===== src/rtl/uart_pkg.sv =====
// Shared types and helpers for the UART baud generation path.
// Widths here are the default configuration; blocks re-derive from their own parameters.
package uart_pkg;

    localparam int DL_WIDTH_DEF     = 16;
    localparam int PSD_WIDTH_DEF    = 4;
    localparam int FRAC_WIDTH_DEF   = 4;
    localparam int PERIOD_WIDTH_DEF = DL_WIDTH_DEF + PSD_WIDTH_DEF + 1;

    typedef logic [PERIOD_WIDTH_DEF-1:0] period_t;
    typedef logic [DL_WIDTH_DEF-1:0]     dl_word_t;
    typedef logic [3:0]                  phase_t;

    typedef enum logic [1:0] {
        OSR_16 = 2'd0,
        OSR_8  = 2'd1,
        OSR_4  = 2'd2
    } osr_sel_t;

    typedef enum logic [1:0] {
        IDLE = 2'd0,
        CALC = 2'd1,
        RUN  = 2'd2
    } state_t;

    // Last phase value before the baud phase wraps; the reserved code behaves as 16x.
    function automatic phase_t osr_last_phase(input osr_sel_t sel);
        phase_t last;
        case (sel)
            OSR_8:   last = 4'd7;
            OSR_4:   last = 4'd3;
            default: last = 4'd15;
        endcase
        return last;
    endfunction

endpackage


===== src/rtl/shift_mult.sv =====
// Serial shift-and-add multiplier: one multiplier bit per cycle, done pulses
// for one cycle with the product valid.
module shift_mult #(
    parameter int A_WIDTH = 17,
    parameter int B_WIDTH = 5,
    parameter int P_WIDTH = A_WIDTH + B_WIDTH
) (
    input  logic               clk,
    input  logic               rst_n,
    input  logic               srst,
    input  logic               start,
    input  logic [A_WIDTH-1:0] multiplicand,
    input  logic [B_WIDTH-1:0] multiplier,
    output logic [P_WIDTH-1:0] product,
    output logic               done
);

    localparam int CW = $clog2(B_WIDTH + 1);

    logic [P_WIDTH-1:0] mcand_r;
    logic [B_WIDTH-1:0] mplier_r;
    logic [P_WIDTH-1:0] acc_r;
    logic [CW-1:0]      cnt_r;
    logic               run_r;
    logic               done_r;

    // Iterate over multiplier bits; a new start always aborts the current run.
    always_ff @(posedge clk or negedge rst_n) begin
        if (!rst_n) begin
            mcand_r  <= {P_WIDTH{1'b0}};
            mplier_r <= {B_WIDTH{1'b0}};
            acc_r    <= {P_WIDTH{1'b0}};
            cnt_r    <= {CW{1'b0}};
            run_r    <= 1'b0;
            done_r   <= 1'b0;
        end else if (srst) begin
            mcand_r  <= {P_WIDTH{1'b0}};
            mplier_r <= {B_WIDTH{1'b0}};
            acc_r    <= {P_WIDTH{1'b0}};
            cnt_r    <= {CW{1'b0}};
            run_r    <= 1'b0;
            done_r   <= 1'b0;
        end else if (start) begin
            mcand_r  <= {{(P_WIDTH-A_WIDTH){1'b0}}, multiplicand};
            mplier_r <= multiplier;
            acc_r    <= {P_WIDTH{1'b0}};
            cnt_r    <= CW'(B_WIDTH);
            run_r    <= 1'b1;
            done_r   <= 1'b0;
        end else if (run_r) begin
            if (mplier_r[0]) begin
                acc_r <= acc_r + mcand_r;
            end
            mcand_r  <= mcand_r << 1;
            mplier_r <= mplier_r >> 1;
            cnt_r    <= cnt_r - CW'(1);
            if (cnt_r == CW'(1)) begin
                run_r  <= 1'b0;
                done_r <= 1'b1;
            end else begin
                done_r <= 1'b0;
            end
        end else begin
            done_r <= 1'b0;
        end
    end

    assign product = acc_r;
    assign done    = done_r;

endmodule


===== src/rtl/baud_gen_frac.sv =====
// Fractional baud generator: sample_tick every N or N+1 cycles (DLD dithering),
// baud_tick on every OSR-th sample event, N computed serially after each recompute.
module baud_gen_frac
    import uart_pkg::*;
#(
    parameter int DL_WIDTH   = DL_WIDTH_DEF,
    parameter int PSD_WIDTH  = PSD_WIDTH_DEF,
    parameter int FRAC_WIDTH = FRAC_WIDTH_DEF
) (
    input  logic                  clk,
    input  logic                  reset,
    input  logic [DL_WIDTH-1:0]   divisor_latch,
    input  logic [PSD_WIDTH-1:0]  psd,
    input  logic [FRAC_WIDTH-1:0] dld,
    input  logic [1:0]            osr_sel,
    input  logic                  new_baud,
    input  logic                  enable_sample,
    input  logic                  enable_baud,
    output logic                  sample_tick,
    output logic                  baud_tick,
    output logic                  active,
    output logic                  busy
);

    localparam int P_W = DL_WIDTH + PSD_WIDTH + 1;
    localparam int A_W = DL_WIDTH + 1;
    localparam int B_W = PSD_WIDTH + 1;
    localparam logic [P_W-1:0] ONE_P = {{(P_W-1){1'b0}}, 1'b1};

    state_t                state_r;
    state_t                next_state_s;
    logic                  calc_start_r;
    logic [FRAC_WIDTH-1:0] dld_r;
    osr_sel_t              osr_r;
    logic [P_W-1:0]        period_r;
    logic [P_W-1:0]        cnt_r;
    logic [FRAC_WIDTH-1:0] acc_r;
    logic                  extra_r;
    phase_t                phase_r;
    logic                  sample_tick_r;
    logic                  baud_tick_r;
    logic                  active_r;
    logic                  busy_r;

    logic [A_W-1:0]        mcand_s;
    logic [B_W-1:0]        mplier_s;
    logic [P_W-1:0]        product_s;
    logic                  mult_done_s;
    logic [FRAC_WIDTH:0]   frac_sum_s;
    logic [P_W-1:0]        reload_s;
    logic                  count_en_s;
    logic                  event_s;
    phase_t                last_phase_s;
    logic                  active_s;
    logic                  busy_s;
    logic                  calc_start_s;

    // Multiplier operands straight from the register file; the multiplier latches them on start.
    always_comb begin
        if (divisor_latch == {DL_WIDTH{1'b0}}) begin
            mcand_s = {1'b1, {DL_WIDTH{1'b0}}};
        end else begin
            mcand_s = {1'b0, divisor_latch};
        end
        mplier_s = {1'b0, psd} + {{PSD_WIDTH{1'b0}}, 1'b1};
    end

    shift_mult #(
        .A_WIDTH (A_W),
        .B_WIDTH (B_W),
        .P_WIDTH (P_W)
    ) u_mult (
        .clk          (clk),
        .rst_n        (!reset),
        .srst         (1'b0),
        .start        (calc_start_r),
        .multiplicand (mcand_s),
        .multiplier   (mplier_s),
        .product      (product_s),
        .done         (mult_done_s)
    );

    // State register.
    always_ff @(posedge clk) begin
        if (reset) begin
            state_r <= IDLE;
        end else begin
            state_r <= next_state_s;
        end
    end

    // Next state; a done seen on a restart cycle belongs to the aborted multiply.
    always_comb begin
        next_state_s = state_r;
        case (state_r)
            IDLE: next_state_s = CALC;
            CALC: begin
                if (new_baud) begin
                    next_state_s = CALC;
                end else if (mult_done_s && !calc_start_r) begin
                    next_state_s = RUN;
                end else begin
                    next_state_s = CALC;
                end
            end
            RUN: begin
                if (new_baud) begin
                    next_state_s = CALC;
                end else begin
                    next_state_s = RUN;
                end
            end
            default: next_state_s = IDLE;
        endcase
    end

    // Output decode from the next state so the registered flags line up with state_r.
    always_comb begin
        active_s     = (next_state_s == RUN);
        busy_s       = (next_state_s == CALC);
        calc_start_s = (next_state_s == CALC) && ((state_r != CALC) || new_baud);
    end

    // Tick event and fractional arithmetic.
    always_comb begin
        frac_sum_s   = {1'b0, acc_r} + {1'b0, dld_r};
        reload_s     = period_r + {{(P_W-1){1'b0}}, extra_r};
        count_en_s   = enable_sample | enable_baud;
        event_s      = (state_r == RUN) && !new_baud && count_en_s && (cnt_r == ONE_P);
        last_phase_s = osr_last_phase(osr_r);
    end

    // Capture the fractional addend and OSR together with the multiplier operands.
    always_ff @(posedge clk) begin
        if (reset) begin
            dld_r <= {FRAC_WIDTH{1'b0}};
            osr_r <= OSR_16;
        end else if (calc_start_r) begin
            dld_r <= dld;
            osr_r <= osr_sel_t'(osr_sel);
        end
    end

    // Period counter, fractional accumulator and baud phase; all restart outside RUN.
    always_ff @(posedge clk) begin
        if (reset) begin
            period_r <= {P_W{1'b0}};
            cnt_r    <= {P_W{1'b0}};
            acc_r    <= {FRAC_WIDTH{1'b0}};
            extra_r  <= 1'b0;
            phase_r  <= 4'd0;
        end else if ((state_r != RUN) || new_baud) begin
            period_r <= product_s;
            cnt_r    <= product_s;
            acc_r    <= {FRAC_WIDTH{1'b0}};
            extra_r  <= 1'b0;
            phase_r  <= 4'd0;
        end else begin
            if (!count_en_s) begin
                cnt_r <= reload_s;
            end else if (event_s) begin
                cnt_r   <= period_r + {{(P_W-1){1'b0}}, frac_sum_s[FRAC_WIDTH]};
                acc_r   <= frac_sum_s[FRAC_WIDTH-1:0];
                extra_r <= frac_sum_s[FRAC_WIDTH];
            end else begin
                cnt_r <= cnt_r - ONE_P;
            end
            if (!enable_baud) begin
                phase_r <= 4'd0;
            end else if (event_s) begin
                phase_r <= (phase_r == last_phase_s) ? 4'd0 : phase_r + 4'd1;
            end
        end
    end

    // Registered outputs.
    always_ff @(posedge clk) begin
        if (reset) begin
            sample_tick_r <= 1'b0;
            baud_tick_r   <= 1'b0;
            active_r      <= 1'b0;
            busy_r        <= 1'b0;
            calc_start_r  <= 1'b0;
        end else begin
            sample_tick_r <= event_s && enable_sample;
            baud_tick_r   <= event_s && enable_baud && (phase_r == last_phase_s);
            active_r      <= active_s;
            busy_r        <= busy_s;
            calc_start_r  <= calc_start_s;
        end
    end

    assign sample_tick = sample_tick_r;
    assign baud_tick   = baud_tick_r;
    assign active      = active_r;
    assign busy        = busy_r;

endmodule


===== config.mk =====
export PLATFORM = sky130hd
export DESIGN_NAME = baud_gen_frac
export DESIGN_NICKNAME = d
export VERILOG_FILES = /design/src/rtl/uart_pkg.sv /design/src/rtl/shift_mult.sv /design/src/rtl/baud_gen_frac.sv
export SDC_FILE = /design/constraint.sdc
export NUM_CORES = 1
export LEC_CHECK = 0
export ABC_AREA = 1
export CAP_MARGIN = 40
export CORE_AREA = 8 8 158 160
export DETAILED_ROUTE_END_ITERATION = 8
export DIE_AREA = 0 0 166 168
export GPL_TIMING_DRIVEN = 0
export SLEW_MARGIN = 5
export SYNTH_ARGS = -nofsm -noshare
export SYNTH_HDL_FRONTEND = slang
export SYNTH_SLANG_ARGS = --single-unit

===== constraint.sdc =====
create_clock -name clk -period 3.7 [get_ports clk]
set_input_delay 0.555 -clock clk [delete_from_list [all_inputs] [get_ports clk]]
set_output_delay 0.555 -clock clk [all_outputs]
set_load 0.01 [all_outputs]

# Yosys cells after proc, flatten, opt, wreduce, memory -nomap -nowiden
# Index checks and enable logic that the tools add are counted.
[word_totals]
latch_bits = 0
n_memories = 0
output_inout_bits = 4
elab_cells = 85
ramBits = 0
in_bits = 31
register_bits = 116
rom_bits = 0
[op_classes]
n_reduce_logical = 20
n_bitwise = 2
eq_ne = 11
n_lt_le_gt_ge = 0
div = 0
mux = 25
add_sub_neg = 8
shifts = 0
multipliers = 0
[op_table]
columns = ["operator", "n"]
rows = [
  ["$mux 21", 8],
  ["$add 21x1->21", 2],
  ["$add 21x21->21", 1],
  ["$eq 21x1->1 const B", 1],
  ["$sub 21x1->21 const B", 1],
  ["$mux 17", 1],
  ["$logic_not 16->1", 1],
  ["$mux 5", 2],
  ["$logic_and 1x1->1", 8],
  ["$pmux 4 s2", 1],
  ["$eq 2x1->1 const B", 3],
  ["$eq 2x2->1 const B", 3],
  ["$mux 1", 6],
  ["$mux 2", 3],
  ["$mux 3", 2],
  ["$pmux 2 s3", 1],
  ["$add 4x1->5 const B", 1],
  ["$add 4x4->5", 1],
  ["$add 4x1->4 const B", 1],
  ["$eq 4x4->1", 1],
  ["$mux 4", 1],
  ["$reduce_and 2->1", 2],
  ["$reduce_bool 2->1", 2],
  ["$eq 3x1->1 const B", 1],
  ["10 further kinds", 12],
]

# Longest topological paths before layout
# Gate-level depths: netlist of run 1.
[depth]
ltp_word = 7
mapped_depth = 20
depth_no_buf = 20

# Cells and area by module
# From an unflattened synthesis of run 1, not the netlist that was laid out.
[hier_totals]
cells_unflattened = 1172
hier_area_um2 = 7905.1
[by_module_without_submodules]
columns = ["mod", "cells_each", "instances", "seq_area_each_um2", "area_per_inst_um2"]
rows = [
  ["baud_gen_frac", 671, 1, 1281.2, 4356.7],
  ["shift_mult", 501, 1, 1301.2, 3548.4],
]

# Least setup slack after synthesis of run 1
# OpenSTA, ideal clock, no wires.
[synth_timing]
path_kind = "in2reg"
start = "input port reset"
end = "register dld_r[1]"
arrival_time_ps = 3011
required_time_ps = 3622
setup_time_ps = 78
stages = 5
path_slack_ps = 610
n_path_buf = 2
path_cell_list = "clkbuf_1 -> inv_2 -> buf_1 -> o21ai_0 -> a21oi_1"
[synth_lines]
columns = ["item", "line_no", "text"]
rows = [
  ["start, declared", "baud_gen_frac.sv:11", "input logic reset,"],
  ["end signal, assigned", "baud_gen_frac.sv:136", "dld_r <= {FRAC_WIDTH{1'b0}};"],
  ["end signal, assigned", "baud_gen_frac.sv:139", "dld_r <= dld;"],
  ["end, declared", "baud_gen_frac.sv:33", "logic [FRAC_WIDTH-1:0] dld_r;"],
]

# Worst setup path in the final report of run 1
[layout_timing]
start = "register dld_r[0]"
end = "register cnt_r[8]"
[layout_between]
elab_chain_cells = 5
[layout_lines]
columns = ["item", "line_no", "text"]
rows = [
  ["$add 4x4->5", "baud_gen_frac.sv:126", "frac_sum_s = {1'b0, acc_r} + {1'b0, dld_r};"],
  ["named net frac_sum_s[4]", "baud_gen_frac.sv:49", "logic [FRAC_WIDTH:0] frac_sum_s;"],
  ["$add 21x1->21", "baud_gen_frac.sv:162", "cnt_r <= period_r + {{(P_W-1){1'b0}}, frac_sum_s[FRAC_WIDTH]};"],
  ["$mux 21", "baud_gen_frac.sv:161", "end else if (event_s) begin"],
  ["$mux 21", "baud_gen_frac.sv:159", "if (!count_en_s) begin"],
  ["$mux 21", "baud_gen_frac.sv:152", "end else if ((state_r != RUN) || new_baud) begin"],
  ["end signal, assigned", "baud_gen_frac.sv:154", "cnt_r <= product_s;"],
  ["end signal, assigned", "baud_gen_frac.sv:160", "cnt_r <= reload_s;"],
  ["end signal, assigned", "baud_gen_frac.sv:162", ""],
  ["end, declared", "baud_gen_frac.sv:36", "logic [P_W-1:0] cnt_r;"],
]
# The timed path passes the listed nets, and every way through them passes these cells.
# A chain may end at the register's enable or synchronous reset.

==> results.cfg, run 1 <==
[outcome]
outcome = finished, final reports clean

[placed_design]
dp_hpwl_um = 18100
port_buffers = 33
gp_congestion = 0.927

[finish]
layout-area-overhead-vs-synth_pct = 18.5
drive_gt1_frac = 0.0759
fin_util = 0.399
multi_input_area_um2 = 4330
seqCellArea_um2 = 2580
fillCellCount = 2371
num_antenna_cells = 0
layout.nets = 1228

[logic_synthesis]
ys_async_sr_fraction = 0.448
synth_cell_type_count = 47
synth-compound-area-share = 0.138
synth.largest_area_cell = dfrtp_1
syn_inst = 1107
ys_seq_area_frac = 0.343
synth_nets = 1175
synth.most_common_cell = nand2_1
synth_top_family_by_area = simple AND/OR/NAND/NOR gates
synth-seq-cells = 116
synth_simple_gate_area_frac = 0.344
synth_xor_area_frac = 0.0291
synth_edf_count = 0
synth_area_um2 = 7530
synth_top_area_frac = 0.173
ys_warn_count = 0
synth.avg_cell_area_um2 = 6.80
synth_mux_area_frac = 0
synth_area_leaders = dfrtp_1 17%, dfxtp_1 17%, nand2_1 15%
yosys-top-cells-count = 299 x nand2_1, 120 x inv_1, 106 x nor2_1, 105 x nand3_1, 78 x o21ai_0
synth_ff_type = dfxtp_1
synth_fa_ha_area_frac = 0.0635

[floorplanning]
core_region_area_um2 = 22400
fp.dieW_um = 166
die_area_um2 = 27900
io_pins = 35
row_count = 55
floorplan.initialDensity = 0.337
die_y_um = 168

[global_routing]
grt_max_degree = 41
grt_pass1_wl_um = 37700
grt_use_met1 = 0.219
grt-busiest-layer = met2
globalRouteOverflowTotal = 0
track_usage = 0.168
use_met2 = 0.275
antenna_found_initial = 0
use_met3 = 0.0297
grt_pass1_vias = 7086

[clock_tree]
clk_latency_ns = 0.42
cts_hold_buf = 0
cts_resized = 0
clockBufferDepth = 2
cts_made_buffers = 17
cts-root-buf = clkbuf_16
htree_levels = 4
cts_setup_buffers = 0
path_clk_slew_ns = 0.06
cts_tree = built
cts.sinks = 116

[routing]
drtPass1Iterations = 5
drc_errors = 0
vias_per_cell = 5.07
drtIter0Drc = 612
wl_um = 23200
vias = 7396
wire_per_inst_um = 15.9
ant_nets = 0

[sta]
min_period_ns = 2.90
setup_viol = 0
finalCritPeriodShare = 0.784
relSlewSlack = 0.573
skew_ns = 0.00778
rsz0062_at_grt = false
setup_tns_ns = 0
tightest_slew_ns = 0.641
report.final.slew_viol_count = 0
max_freq_mhz = 345
hold-worst-slack_ns = 0.483
hold_violations = 0

[critical_path]
reg2reg_depth = 18
regToRegSetupSlack_ns = 0.80
path_depth = 18
cp_slowest_cell = fa_1
worst_setup_path_start_kind = register
cp_max_fo = 5
path_delay_family = adder cells
path_class = reg -> reg
crit_arrival_ns = 3.19
crit_path_cell_trace = ha_1, inv_1, fa_1, inv_1, a31oi_1, inv_1, ha_1, ha_1, inv_1, nor2_4, nand2_2, nor2_2, xor2_1, nand2_1, nand3_1, nand2_1, nand2_1, nand2_1
worst-path-buf-inv = 4
required_ns = 3.99
slowest_delay_ns = 0.40
endpoint_kind = register

[power_and_ir_drop]
peakVddDrop_v = 0.000361
p_per_area_nw_per_um2 = 723
p_leak_nw = 4.05

[worst_hold_path]
hold_class = reg -> reg
min_path_cells = 1

[job]
max_cap_viol_count = 0
[worst paths after layout]
check                                startpoint           endpoint
worst min-delay path            u_mult.cnt_r[2]        u_mult.done
worst max register to register         dld_r[0]           cnt_r[8]
max in group asynchronous                 reset    u_mult.cnt_r[2]
worst max-delay path                   dld_r[0]           cnt_r[8]
min in group asynchronous                 reset  u_mult.product[3]
worst min register to register  u_mult.cnt_r[2]        u_mult.done
[flip-flops by register name, summed over array words and instances (netlist names)]
name             cells
u_mult.done          1
u_mult.run_r         1
u_mult.cnt_r         3
u_mult.product      21
active               1
cnt_r               21
baud_tick            1
state_r              2
phase_r              4
calc_start_r         1
sample_tick          1
u_mult.mplier_r      5
dld_r                4
osr_r                2
period_r            21
extra_r              1
u_mult.mcand_r      21
busy                 1
acc_r                4
[metrics by stage]
stage	cells	setup WS (ns)	cell area [µm²]	power, W
2_1_floorplan	1107	0.610	7530	0.00376
3_3_place_gp	1425	-0.523	8210	0.00448
3_5_place_dp	1426	0.805	8230	0.00450
4_1_cts	1458	0.789	8910	0.00644
5_1_grt	1458	0.458	8910	0.00692
6_report	1458	0.799	8910	0.00644
[logic make-up after synthesis]
family / count (synthesis)
AND/OR/NAND/NOR: 588
AO/OA/AOI/OAI: 187
buffers and inverters: 154
flip-flops: 116
adder cells (fa/ha/maj): 37
XOR/XNOR: 25
[layer usage]
layer,part of all wire,up-vias
met5,0,-
met4,0.023,0
met3,0.035,34
met2,0.46,161
met1,0.48,3438
li1,-,3763
[where the power goes]
| part | switching (W) | total (W) | internal [W] |
|---|---|---|---|
| logic | 0.00177 | 0.00269 | 0.000920 |
| registers | 0.000299 | 0.00185 | 0.00156 |
| clock network | 0.000640 | 0.00190 | 0.00126 |
[cell usage in the layout, fill, tap and decap left out, types with 5 or more instances in the layout]
cell and count:
a21oi_1 51, nor2_2 18, ha_1 35, nor2_1 106, o21ai_1 13, o221ai_1 5, o22ai_1 19, o21ai_0 78
nand2_1 299, xor2_1 19, inv_1 120, clkbuf_16 19, clkdlybuf4s50_1 33, nor3_1 13, nand4_1 13, nor2_4 10
nand2_2 8, dfxtp_1 64, dfrtp_1 52, nand3_1 105, xnor2_1 6, clkbuf_1 15
[final cells by class]
class | instances | share of cell area
Clock inverter | 10 | 0.0184
Timing Repair Buffer | 34 | 0.0393
Multi-Input combinational cell | 837 | 0.486
Inverter | 127 | 0.0535
Tap cell | 285 | 0.0400
Clock buffer | 22 | 0.0580
Sequential cell | 116 | 0.290
Buffer | 27 | 0.0156
[worst register-to-register path, stage by stage, from the launching register on]
cell	delay, ns
dfxtp_1	0.34
ha_1	0.17
inv_1	0.05
fa_1	0.40
inv_1	0.07
a31oi_1	0.10
inv_1	0.08
ha_1	0.21
ha_1	0.26
inv_1	0.10
nor2_4	0.20
nand2_2	0.13
nor2_2	0.17
xor2_1	0.16
nand2_1	0.06
nand3_1	0.08
nand2_1	0.06
nand2_1	0.05
nand2_1	0.10
No activity file was read; power rests on OpenSTA's default activity.
==> run 2, diff against run 1 <==
Clock period 3.7 ns to 2.34 ns, I/O delays scaled along.
==> results.cfg, run 2 (same netlist as run 1, synthesis figures left out) <==
[outcome]
outcome = finished, violations left
violations = negative setup slack

[sta]
relSlewSlack = 0.517
tightest_slew_ns = 0.725
fin_ws_ns = -0.0960
min_period_ns = 2.44
skew_ns = 0.0112
hold_violations = 0
report.final.slew_viol_count = 0
max_freq_mhz = 411
setup_viol = 8
rsz0062_at_grt = true
finalCritPeriodShare = 1.04

[global_routing]
antenna_found_initial = 0
globalRouteOverflowTotal = 0
grt_pass1_wl_um = 38100
grt_pass1_vias = 7262
grt_max_degree = 36
track_usage = 0.170

[clock_tree]
cts_hold_buf = 0
cts-root-buf = clkbuf_16
path_clk_slew_ns = 0.06
clk_latency_ns = 0.42
cts_made_buffers = 17
cts.sinks = 116
clockBufferDepth = 2
htree_levels = 4
cts_tree = built

[worst_hold_path]
hold_class = in -> reg

[floorplanning]
row_count = 55
io_pins = 35
die_area_um2 = 27900
core_region_area_um2 = 22400
die_y_um = 168
floorplan.initialDensity = 0.337
fp.dieW_um = 166

[critical_path]
reg2reg_depth = 19
crit_path_start = dld_r[0]
endpoint_kind = register
cp_max_fo = 3
cp-endpoint = cnt_r[16]
path_class = reg -> reg
reg2reg_from = dld_r[0]
worst_setup_path_start_kind = register
timing.rr.end = cnt_r[16]
regToRegSetupSlack_ns = -0.1
crit_arrival_ns = 2.73
required_ns = 2.64

[placed_design]
port_buffers = 33
placed_area_um2 = 8270
place_inst = 1426
gp_congestion = 0.927
dp_hpwl_um = 18300
dp_slack_ns = -0.415

[routing]
wl_um = 23500
ant_nets = 0
vias = 7472
drtIter0Drc = 656
wire_per_inst_um = 16.0
drtPass1Iterations = 6
drc_errors = 0
vias_per_cell = 5.10

[power_and_ir_drop]
peakVddDrop_v = 0.000708
p_leak_nw = 4.07
p_per_area_nw_per_um2 = 1100

[finish]
fin_util = 0.403
multi_input_area_um2 = 4450
final_common_cell = nand2_1
drive_gt1_frac = 0.0991
design_area_um2 = 9010
seqCellArea_um2 = 2590
layoutNonFillerInstCount = 1466
num_antenna_cells = 0
layout.nets = 1236
fillCellCount = 2342
layout-area-overhead-vs-synth_pct = 19.8
most-common-layout-cells = 299 x nand2_1, 114 x inv_1, 105 x nor2_1

[job]
max_cap_viol_count = 0
## run 2: changes by cell type in the layout (fill, tap and decap cells not counted), moves of 3 or more
cell and change:
buf_4 +8, clkbuf_1 +3, clkinvlp_4 -3, dfxtp_1 -3
ha_1 -5, ha_4 +4, inv_1 -6, inv_2 +6
o21ai_0 -3
## run 2: how the worst min path moves through the flow
stage                     from  depth (start not counted)     endpoint  slack, ns
6_report                 reset                          2         busy       0.40
3_5_place_dp   u_mult.cnt_r[2]                          1  u_mult.done       0.46
4_1_cts                  reset                          2         busy       0.40
3_3_place_gp   u_mult.cnt_r[2]                          1  u_mult.done       0.47
2_1_floorplan         osr_r[0]                          2     osr_r[0]       0.44
5_1_grt                  reset                          2         busy       0.46
## run 2: area by class of cell
class,instances,share of cell area
buffer,27,0.0154
clock buffer,24,0.0546
clock inverter,8,0.0111
inverter,127,0.0529
multi-input combinational,837,0.494
sequential,116,0.287
tap,285,0.0396
timing repair buffer,42,0.0455
## run 2: per-layer routing
metal / part of all wire / GRT usage / up-vias
li1: - / - / 3772
met1: 0.46 / 0.218 / 3430
met2: 0.46 / 0.282 / 221
met3: 0.044 / 0.0278 / 49
met4: 0.030 / 0.0719 / 0
met5: 0 / 0 / -
## run 2: per-stage QoR
stage | hold slack (ns) | setup TNS (ns) | total power, W
6_report | 0.400 | -0.492 | 0.00989
5_1_grt | 0.460 | -2.36 | 0.0106
4_1_cts | 0.398 | -1.12 | 0.00981
3_5_place_dp | 0.461 | -7.11 | 0.00716
3_3_place_gp | 0.469 | -9.57 | 0.00712
2_1_floorplan | 0.440 | 0 | 0.00595
## run 2: where the power goes
group / switching [W] / leakage (nW) / internal [W]
clock network: 0.000929 / 0.290 / 0.00168
registers: 0.000484 / 1.17 / 0.00246
logic: 0.00285 / 2.61 / 0.00149
## run 2: critical path, stage by stage (launching register included)
cell,delay [ns]
dfxtp_4,0.36
ha_4,0.14
inv_2,0.04
fa_2,0.34
inv_2,0.08
a31oi_4,0.08
inv_2,0.08
ha_4,0.16
ha_4,0.14
inv_2,0.04
nor2_4,0.12
nand2_4,0.09
nor2_4,0.12
nand3b_1,0.11
nor2_1,0.11
nor2_1,0.06
nand2_1,0.06
nand3_1,0.06
nand2_1,0.08
nand2_1,0.06
## run 2: repair_timing
| item | 4_1_cts | 5_1_grt |
|---|---|---|
| pin swaps | 10 | 9 |
| setup buffers | 6 | 2 |
| setup endpoints to repair | 18 | 22 |
| gates resized for setup | 15 | 14 |
| hold endpoints to repair | 0 | 0 |
==> run 3, diff against run 2 <==
Settings changed: CELL_PAD_IN_SITES_DETAIL_PLACEMENT set to 1, CELL_PAD_IN_SITES_GLOBAL_PLACEMENT set to 2, CORE_AREA 8 8 158 160 to 8 8 165 167, DIE_AREA 0 0 166 168 to 0 0 173 175, PLACE_DENSITY_LB_ADDON set to 0.1.
==> results.cfg, run 3 (same netlist as run 1, synthesis figures left out) <==
[outcome]
outcome = finished, violations left
violations = negative setup slack

[clock_tree]
htree_levels = 4
clockBufferDepth = 2
cts_made_buffers = 17
path_clk_slew_ns = 0.06
cts-root-buf = clkbuf_16
clk_latency_ns = 0.43
cts.sinks = 116
cts_tree = built

[sta]
tightest_slew_ns = 0.762
min_period_ns = 2.44
setup_viol = 12
max_freq_mhz = 410
relSlewSlack = 0.492
hold_violations = 0
finalCritPeriodShare = 1.04
skew_ns = 0.0105
rsz0062_at_grt = true
fin_ws_ns = -0.101
report.final.slew_viol_count = 0

[floorplanning]
die_y_um = 175
fp.dieW_um = 173
row_count = 58
floorplan.initialDensity = 0.305
core_region_area_um2 = 24700
die_area_um2 = 30300
io_pins = 35

[critical_path]
endpoint_kind = register
crit_arrival_ns = 2.80
worst_setup_path_start_kind = register
slowest_delay_ns = 0.35
cp_max_fo = 3
cp_slowest_cell = dfxtp_2
path_class = reg -> reg
crit_path_cell_trace = ha_4, inv_2, fa_2, inv_2, a31oi_4, inv_2, ha_4, ha_4, inv_4, nor2_4, nand2_4, buf_4, xor2_2, o21ai_1, nand2_1, o21ai_1, nand2_1, nand2_1
required_ns = 2.70

[power_and_ir_drop]
peakVddDrop_v = 0.000530
p_per_area_nw_per_um2 = 1090
p_sw_w = 0.00452
p_int_w = 0.00571
p_leak_nw = 4.14
total_power_w = 0.0102
clkPwrFrac = 0.272
p_sw_frac = 0.442
pwr-share-seq = 0.293
p_comb_frac = 0.434

[routing]
wire_per_inst_um = 18.6
drc_errors = 0
drtIter0Drc = 396
vias_per_cell = 4.90
drtPass1Iterations = 4
vias = 7455
ant_nets = 0
wl_um = 28200

[global_routing]
grt_pass1_vias = 7989
track_usage = 0.186
globalRouteOverflowTotal = 0
grt_max_degree = 62
grt_pass1_wl_um = 44100
antenna_found_initial = 1

[finish]
layout-area-overhead-vs-synth_pct = 24.2
fillCellCount = 3111
multi_input_area_um2 = 4590
final_common_cell = nand2_1
seqCellArea_um2 = 2580
layoutNonFillerInstCount = 1520
drive_gt1_frac = 0.124
num_antenna_cells = 0
layout.nets = 1245
most-common-layout-cells = 293 x nand2_1, 112 x inv_1, 104 x nor2_1

[job]
max_cap_viol_count = 0

[placed_design]
dp_hpwl_um = 22300
gp_congestion = 0.838
port_buffers = 33
place_inst = 1470
dp_slack_ns = -0.483

[worst_hold_path]
hold_class = in -> reg
[run 3: changes by cell type in the layout (fill, tap and decap cells not counted), sizes merged]
cell,delta
clkinv,-1
bufinv,+1
clkbuf,-3
clkinvlp,+3
buf,+9
[run 3: layout make-up]
cell class	count	area share
clock buffer	21	0.0493
clock inverter	11	0.0162
multi-input combinational	837	0.492
inverter	127	0.0529
buffer	27	0.0151
timing repair buffer	51	0.0541
sequential	116	0.277
tap	330	0.0442
[run 3: what timing repair did]
action / 4_1_cts / 5_1_grt
pin swaps: 13 / 34
resized for setup: 25 / 44
endpoints found under the setup margin: 20 / 21
buffers inserted: 8 / 10
hold buffers: 0 / 0
[run 3: per-stage QoR]
step | setup TNS (ns) | hold WS, ns | cell area (µm²) | util
6_report | -0.749 | 0.374 | 9350 | 0.379
5_1_grt | -2.53 | 0.426 | 9350 | 0.379
4_1_cts | -1.04 | 0.383 | 9070 | 0.368
3_5_place_dp | -10.18 | 0.478 | 8310 | 0.337
3_3_place_gp | -21.63 | 0.469 | 8310 | 0.337
2_1_floorplan | 0 | 0.440 | 7570 | -
[run 3: critical path, delay by kind of cell (launching register included)]
| kind | cells | cell delay (ns) |
|---|---|---|
| flops | 1 | 0.35 |
| xor+xnor | 1 | 0.14 |
| compound gates | 3 | 0.32 |
| fa+ha+maj | 4 | 0.78 |
| buf+inv | 5 | 0.37 |
| simple gates | 5 | 0.41 |
[run 3: metal layers]
metal	wire [µm]	global-route usage	vias up
met5	13	0	-
li1	-	-	3787
met2	14400	0.345	85
met1	12700	0.219	3548
met4	625	0.0611	2
met3	513	0.0235	33
[run 3: power groups by stage]
stage	Combinational (W)	Sequential [W]	Clock, W
floorplan	0.00316	0.00279	0
global placement	0.00430	0.00303	0
detailed placement	0.00435	0.00304	0
CTS	0.00440	0.00301	0.00284
global route	0.00507	0.00306	0.00293
finish	0.00444	0.00300	0.00278
[run 3: path summary, 6_finish.rpt]
check / start / endpoint / slack [ns] / depth (start not counted)
max: dld_r[0] / cnt_r[6] / -0.10 / 18
min: reset / busy / 0.37 / 2
max reg2reg: dld_r[0] / cnt_r[6] / -0.10 / 18
min reg2reg: phase_r[1] / phase_r[1] / 0.48 / 2
max in group asynchronous: reset / u_mult.mcand_r[9] / 1.30 / 3
min in group asynchronous: reset / u_mult.product[14] / 0.56 / 3
